<file path="config.mk">
export PLATFORM = sky130hd
export DESIGN_NAME = sipo_link_sched
export DESIGN_NICKNAME = d
export VERILOG_FILES = /design/src/rtl/sipo_sched_pkg.sv /design/src/rtl/sipo_rx_shift.sv /design/src/rtl/sipo_link_sched.sv
export SDC_FILE = /design/constraint.sdc
export NUM_CORES = 1
export LEC_CHECK = 0
export ABC_AREA = 0
export CAP_MARGIN = 20
export CORE_MARGIN = 2
export CORE_UTILIZATION = 33
export DETAILED_ROUTE_END_ITERATION = 10
export PLACE_DENSITY_LB_ADDON = 0.15
export SLEW_MARGIN = 20
export SYNTH_ARGS = -nofsm -noshare
export SYNTH_HDL_FRONTEND = slang
export SYNTH_HIERARCHICAL = 1
export SYNTH_SLANG_ARGS = --single-unit
</file>
<file path="constraint.sdc">
create_clock -name clk -period 3.6 [get_ports clk]
set_input_delay 0.72 -clock clk [delete_from_list [all_inputs] [get_ports clk]]
set_output_delay 0.72 -clock clk [all_outputs]
set_load 0.05 [all_outputs]
</file>
<file path="src/rtl/sipo_sched_pkg.sv">
// Shared state encoding and width helper for the serial link scheduler.
package sipo_sched_pkg;

  localparam int ST_W = 2;

  typedef enum logic [ST_W-1:0] {
    ST_IDLE  = 2'd0,
    ST_SHIFT = 2'd1,
    ST_DONE  = 2'd2
  } state_e;

  function automatic int clog2(input int n);
    int r;
    r = 0;
    for (int v = n - 1; v > 0; v = v >> 1) r++;
    return r;
  endfunction

endpackage

</file>
<file path="src/rtl/sipo_rx_shift.sv">
// WIDTH-stage receive shift register, filled MSB-side so an LSB-first stream lands in order.
// One bit per enabled cycle; no backpressure, the sequencer owns shift_en.
module sipo_rx_shift #(
  parameter int WIDTH = 4
) (
  input  logic             clk,
  input  logic             reset,
  input  logic             shift_en,
  input  logic             sin,
  output logic [WIDTH-1:0] pout
);

  always_ff @(posedge clk or negedge reset) begin
    if (!reset) begin
      pout <= '0;
    end else if (shift_en) begin
      pout <= {sin, pout[WIDTH-1:1]};
    end
  end

endmodule

</file>
<file path="src/rtl/sipo_link_sched.sv">
// Arbitrates requesters onto the serial link, shifts the winner's word out and strobes it back in; request-to-valid WIDTH+1 edges.
// Requesters hold req until ack; SIPO_SCHED_RR_EN selects round-robin, otherwise lowest index wins.
module sipo_link_sched
  import sipo_sched_pkg::*;
#(
  parameter int WIDTH = 4,
  parameter int NREQ  = 2
) (
  input  logic                     clk,
  input  logic                     reset,
  input  logic [NREQ-1:0]          req,
  input  logic [NREQ*WIDTH-1:0]    data,
  output logic [NREQ-1:0]          grant,
  output logic [NREQ-1:0]          ack,
  output logic                     busy,
  output logic                     ser_out,
  output logic [WIDTH-1:0]         pout,
  output logic                     pout_valid,
  output logic [clog2(NREQ)-1:0]   pout_src
);

  localparam int SW = clog2(NREQ);
  localparam int CW = clog2(WIDTH);
  localparam logic [CW-1:0] CNT_LAST = CW'(WIDTH - 1);

  state_e           state, state_nxt;
  logic [CW-1:0]    cnt;
  logic [WIDTH-1:0] tx_shreg, rx_shreg, pout_hold;
  logic [SW-1:0]    src, src_hold, win;
  logic             found, load, shift_en;

  assign load     = (state == ST_IDLE) && (|req);
  assign shift_en = (state == ST_SHIFT);

`ifdef SIPO_SCHED_RR_EN
  logic [SW-1:0] ptr;

  // Search begins just past the last winner so every requester gets a turn.
  always_comb begin
    win   = '0;
    found = 1'b0;
    for (int k = 1; k <= NREQ; k++) begin
      if (!found && req[(int'(ptr) + k) % NREQ]) begin
        win   = SW'((int'(ptr) + k) % NREQ);
        found = 1'b1;
      end
    end
  end

  always_ff @(posedge clk or negedge reset) begin
    if (!reset) begin
      ptr <= SW'(NREQ - 1);
    end else if (load) begin
      ptr <= win;
    end
  end
`else
  always_comb begin
    win   = '0;
    found = 1'b0;
    for (int i = 0; i < NREQ; i++) begin
      if (!found && req[i]) begin
        win   = SW'(i);
        found = 1'b1;
      end
    end
  end
`endif

  always_ff @(posedge clk or negedge reset) begin
    if (!reset) begin
      state <= ST_IDLE;
    end else begin
      state <= state_nxt;
    end
  end

  always_comb begin
    state_nxt  = state;
    busy       = 1'b0;
    ser_out    = 1'b0;
    pout_valid = 1'b0;
    ack        = '0;
    pout       = pout_hold;
    pout_src   = src_hold;
    unique case (state)
      ST_IDLE: begin
        if (|req) state_nxt = ST_SHIFT;
      end
      ST_SHIFT: begin
        busy    = 1'b1;
        ser_out = tx_shreg[0];
        if (cnt == CNT_LAST) state_nxt = ST_DONE;
      end
      ST_DONE: begin
        busy       = 1'b1;
        pout_valid = 1'b1;
        ack[src]   = 1'b1;
        pout       = rx_shreg;
        pout_src   = src;
        state_nxt  = ST_IDLE;
      end
      default: state_nxt = ST_IDLE;
    endcase
  end

  // pout_hold keeps the delivered word visible once the receive register starts refilling.
  always_ff @(posedge clk or negedge reset) begin
    if (!reset) begin
      cnt       <= '0;
      tx_shreg  <= '0;
      grant     <= '0;
      src       <= '0;
      pout_hold <= '0;
      src_hold  <= '0;
    end else if (load) begin
      tx_shreg   <= data[int'(win)*WIDTH +: WIDTH];
      grant      <= '0;
      grant[win] <= 1'b1;
      src        <= win;
      cnt        <= '0;
    end else if (state == ST_SHIFT) begin
      tx_shreg <= tx_shreg >> 1;
      if (cnt != CNT_LAST) cnt <= cnt + CW'(1);
    end else if (state == ST_DONE) begin
      grant     <= '0;
      pout_hold <= rx_shreg;
      src_hold  <= src;
    end
  end

  sipo_rx_shift #(.WIDTH(WIDTH)) u_rx (
    .clk      (clk),
    .reset    (reset),
    .shift_en (shift_en),
    .sin      (ser_out),
    .pout     (rx_shreg)
  );

endmodule

</file>
## Word-level counts from Yosys, hierarchy flattened

Index checks and enable logic that the tools add are counted.

- Register bits: 20
- Latch bits: 0
- RAM bits: 0
- Bits in read-only memories: 0
- Input port bits: 12
- Output and inout bits: 12
- Word-level logic and storage cells: 61
- Memories kept: 0

- $add $sub $neg: 1
- Multipliers: 0
- Divide/modulo/power cells: 0
- $lt $le $gt $ge: 4
- Equality and inequality tests: 7
- Shift-type cells: 1
- Multiplexer cells: 23
- Bitwise operators: 2
- Reductions and logical operators: 15

Operators by type and width:

| kind | count |
|---|---|
| two-way mux 2 bit | 9 |
| two-way mux 4 bit | 3 |
| two-way mux 1 bit | 8 |
| AND reduction 2 bit | 4 |
| variable part select 8 x 4 -> 4 bit | 1 |
| nonzero test 2 bit | 3 |
| equality test 2 bit (second input constant) | 2 |
| logical AND 1 bit | 4 |
| less-than comparator 1 x 2 -> 1 bit (second input constant) | 2 |
| != test 2 x 1 -> 1 bit (second input constant) | 2 |
| != test 2 bit (second input constant) | 2 |
| case mux 2 bit (2 select lines) | 1 |
| OR reduction 2 bit | 2 |
| adder 2 x 1 -> 2 bit (second input constant) | 1 |
| demux 1 bit (select 1 bit) | 2 |
| equality test 2 x 1 -> 1 bit (second input constant) | 1 |
| >= comparator 1 bit (second input constant) | 2 |
| zero test 2 bit | 1 |
| NOT 1 bit | 2 |
| zero test 1 bit | 1 |

## Logic depth before layout (Yosys ltp)

- Word-level depth: 9
- Depth in mapped cells: 8
- Mapped depth without buffers: 5

## Modules after synthesis

The synthesis kept the hierarchy.

By module, submodules not included:

| module | times used | cells each | area each (um^2) |
|---|---|---|---|
| sipo_link_sched | 1 | 81 | 909.6 |
| sipo_rx_shift | 1 | 8 | 145.1 |

## Worst setup path before layout

Ideal clock, no wire load.

- Path kind: register -> output
- Start: reg state[0]
- End: out ack[0]
- Arrival: 2.047 ns
- Data required time: 2.880 ns
- Setup slack: 0.833 ns
- Stages on the path, launching flop included: 5
- Cell sequence: dfrtp_1 > inv_1 > ha_1 > clkbuf_1 > nor2b_1

- Longest elaborated chain between the ends: 2

RTL lines:

| item | RTL line | text |
|---|---|---|
| start: declaration | sipo_link_sched.sv:26 | `state_e state, state_nxt;` |
| start signal: assignment | sipo_link_sched.sv:74 | `state <= state_nxt;` |
| equality test 2 bit | sipo_link_sched.sv:86 | `unique case (state)` |
| two-way mux 2 bit | sipo_link_sched.sv:86 |  |
| end: declaration | sipo_link_sched.sv:14 | `output logic [NREQ-1:0] ack,` |

No other way between the ends.

## Worst setup path in the final report

- Start: reg state[0]
- End: out pout[0]

- Longest elaborated chain between the ends: 2

RTL lines:

| item | RTL line | text |
|---|---|---|
| equality test 2 bit | sipo_link_sched.sv:86 |  |
| two-way mux 4 bit | sipo_link_sched.sv:86 |  |
| end: declaration | sipo_link_sched.sv:17 | `output logic [WIDTH-1:0] pout,` |

No other way between the ends.

==> flow_metrics.env <==
export IMPL_fin_area_mm2=0.001325
export IMPL_cp_start_kind="flip-flop"
export IMPL_setup_worst_path_class="flip-flop to output pin"
export IMPL_cp_cell_sequence="inv_1, ha_1, mux2_2, clkdlybuf4s50_1"
export IMPL_clk_latency_ps=290
export IMPL_rsz0062_at_grt="no"
export IMPL_fmax_ghz=0.3280
export IMPL_critPathMaxFanout=10
export IMPL_worst_path_buf_inv=2
export IMPL_finalSetupViolCount=0
export IMPL_fin_cells=154
export IMPL_h_tree_depth=1
export IMPL_grt_pass1_vias=775
export IMPL_layout_min_cycle_time_ps=3049
export IMPL_diodes=0
export IMPL_worst_path_max_delay_cell="clkdlybuf4s50_1"
export IMPL_worst_pin_slew_ps=906.3
export IMPL_pwr_density_cell_mw_per_mm2=979.6
export IMPL_holdWs_ps=519.5
export IMPL_post_cts_resized=0
export IMPL_vias_per_cell=4.734
export IMPL_cts_buffers=3
export IMPL_core_area_mm2=0.003053
export IMPL_port_buffers=23
export IMPL_netlist_instances=89
export IMPL_cp_top_family="buffers and inverters"
export IMPL_ys_ff_latch=20
export IMPL_drc=0
export IMPL_slew_headroom_pct=39.39
export IMPL_layout_commonest_cell="clkdlybuf4s50_1"
export IMPL_layout_common_cells="23 x clkdlybuf4s50_1, 20 x dfrtp_1, 10 x mux2_2, 10 x a21oi_1, 6 x ha_1"
export IMPL_status="finished, final reports clean"
export IMPL_grt_total_usage_pct=12.67
export IMPL_syn_area_per_cell_um2=11.85
export IMPL_cp_arrival_ps=2330
export IMPL_cts_setup_buffers=0
export IMPL_num_rows=20
export IMPL_gr_total_overflow=0
export IMPL_io_pins=24
export IMPL_place_inst=151
export IMPL_ant_nets=0
export IMPL_syn_num_nets=107
export IMPL_num_vias=729
export IMPL_max_vdd_ir_drop_mv=0.2965
export IMPL_die_w_um=60.54
export IMPL_synth_area_leaders="dfrtp_1 47%, mux2_2 11%, ha_1 7.1%"
export IMPL_regArea_um2=500.5
export IMPL_die_h_um=60.54
export IMPL_seq_area_frac_synth_pct=47.45
export IMPL_required_ps=2880
export IMPL_hpwl_mm=1.477
export IMPL_leakagePower_uw=0.0005968
export IMPL_hold_class="flip-flop to flip-flop"
export IMPL_yosys_warnings=6
export IMPL_syn_area_mm2=0.001055
export IMPL_antenna_found_initial=0
export IMPL_first_pass_iters=4
export IMPL_cts_root_buf="clkbuf_4"
export IMPL_max_stage_delay_ps=700
export IMPL_drive_gt1_share_pct=16.36
export IMPL_initial_core_util_pct=34.55
export IMPL_drv_cap=0
export IMPL_area_growth_pct=25.62
export IMPL_cts_clk_slew_worst_paths_ps=110
export IMPL_synth_top_area_share_pct=47.45
export IMPL_grt_max_degree=21
export IMPL_finalHoldViolations=0
export IMPL_yosys_area_top_type="dfrtp_1"
export IMPL_gp_congestion=0.7787
export IMPL_multi_input_area_um2=501.7
export IMPL_end_kind="output pin"
export IMPL_wl_per_cell_um=12.63
export IMPL_cp_depth=4
export IMPL_cts_tree="done"
export IMPL_layout_nets=130
export IMPL_fin_skew_ps=5.857
export IMPL_clock_sinks=20
export IMPL_reg2reg_depth=5
export IMPL_dpl_cell_area_mm2=0.001303
export IMPL_wirelength_mm=1.945
export IMPL_drt_iter0_drc=32
export IMPL_drv_slew=0
export IMPL_fill_cells=338
export IMPL_tns_ps=0
export IMPL_grt_pass1_wl_mm=3.450
export IMPL_synth_distinct_cells=21
export IMPL_min_delay_path_depth=1
export IMPL_hold_buffers=0
export IMPL_timing_final_crit_share_pct=84.69
export IMPL_max_clock_path_buffers=2
export IMPL_dieArea_mm2=0.003664
worst reg2reg max path, stage by stage (launching register included):
cell and delay (ps):
dfrtp_1 400, inv_1 140, ha_1 370, o21a_1 370, or2_1 350, mux2_4 330
final cells by class:
| cell class | instances | share of cell area (%) |
|---|---|---|
| timing repair buffer | 23 | 17.37 |
| sequential | 20 | 37.77 |
| multi-input combinational | 60 | 37.87 |
| inverter | 4 | 1.133 |
| tap | 44 | 4.155 |
| clock buffer | 3 | 1.700 |
power by group:
part | internal [µW] | leakage [µW] | switching (µW)
registers | 324 | 0.000253 | 55.7
clock network | 38.9 | 0.0000138 | 63.0
logic | 342 | 0.000330 | 475
total | 705 | 0.000597 | 593
sequential cells by signal (all words and copies together), names as in the netlist:
signal,count
src,1
pout_hold,4
cnt,2
state,2
tx_shreg,4
grant,2
u_rx/pout,4
src_hold,1
layer usage:
layer	global-route usage (%)	wire length (µm)	vias up
met5	0	0	-
met4	2.795	19	0
met3	4.478	114	2
met2	22.52	972	22
met1	14.76	839	352
li1	-	-	353
final timing paths:
kind	start	endpoint	slack (ps)
min reg2reg	pout_hold[1]$_DFFE_PN0P_	pout_hold[1]$_DFFE_PN0P_	520
max	state[0]$_DFFE_PN0P_	pout[0]	550
max in group asynchronous	reset	cnt[1]$_DFFE_PN0P_	2120
min in group asynchronous	reset	pout_hold[3]$_DFFE_PN0P_	920
min	pout_hold[1]$_DFFE_PN0P_	pout_hold[1]$_DFFE_PN0P_	520
max reg2reg	state[1]$_DFFE_PN0P_	pout_hold[2]$_DFFE_PN0P_	1540
cell usage after synthesis:
library cell	count
clkbuf_1	2
or2_1	1
o22ai_1	2
nor2b_1	5
a21oi_1	10
ha_1	6
a211oi_1	3
mux2i_1	4
mux2_4	5
o21a_1	1
buf_6	2
and2_1	3
xnor2_1	1
nand2_1	1
mux2_2	10
dfrtp_1	20
nand2b_1	1
buf_4	1
inv_1	4
o21ai_0	4
nor2_1	3
cells by family (layout without fill, tap and decap cells):
| group | count (synthesis) | after routing | synth area share, % |
|---|---|---|---|
| compound gates | 20 | 20 | 10.68 |
| flops | 20 | 20 | 47.45 |
| mux | 19 | 19 | 21.59 |
| simple gates | 14 | 14 | 7.355 |
| buf+inv | 9 | 30 | 4.982 |
| fa+ha+maj | 6 | 6 | 7.117 |
| xor+xnor | 1 | 1 | 0.8305 |
stage by stage:
stage | total power, µW | worst slack (ps) | utilization [%]
floorplan | 1027 | 833.5 | -
global route | 1395 | 399.5 | 43.40
global placement | 1196 | 896.5 | 42.66
CTS | 1318 | 513.6 | 43.40
finish | 1298 | 551.1 | 43.40
detailed placement | 1208 | 863.0 | 42.66
No activity file was read; power rests on OpenSTA's default activity.
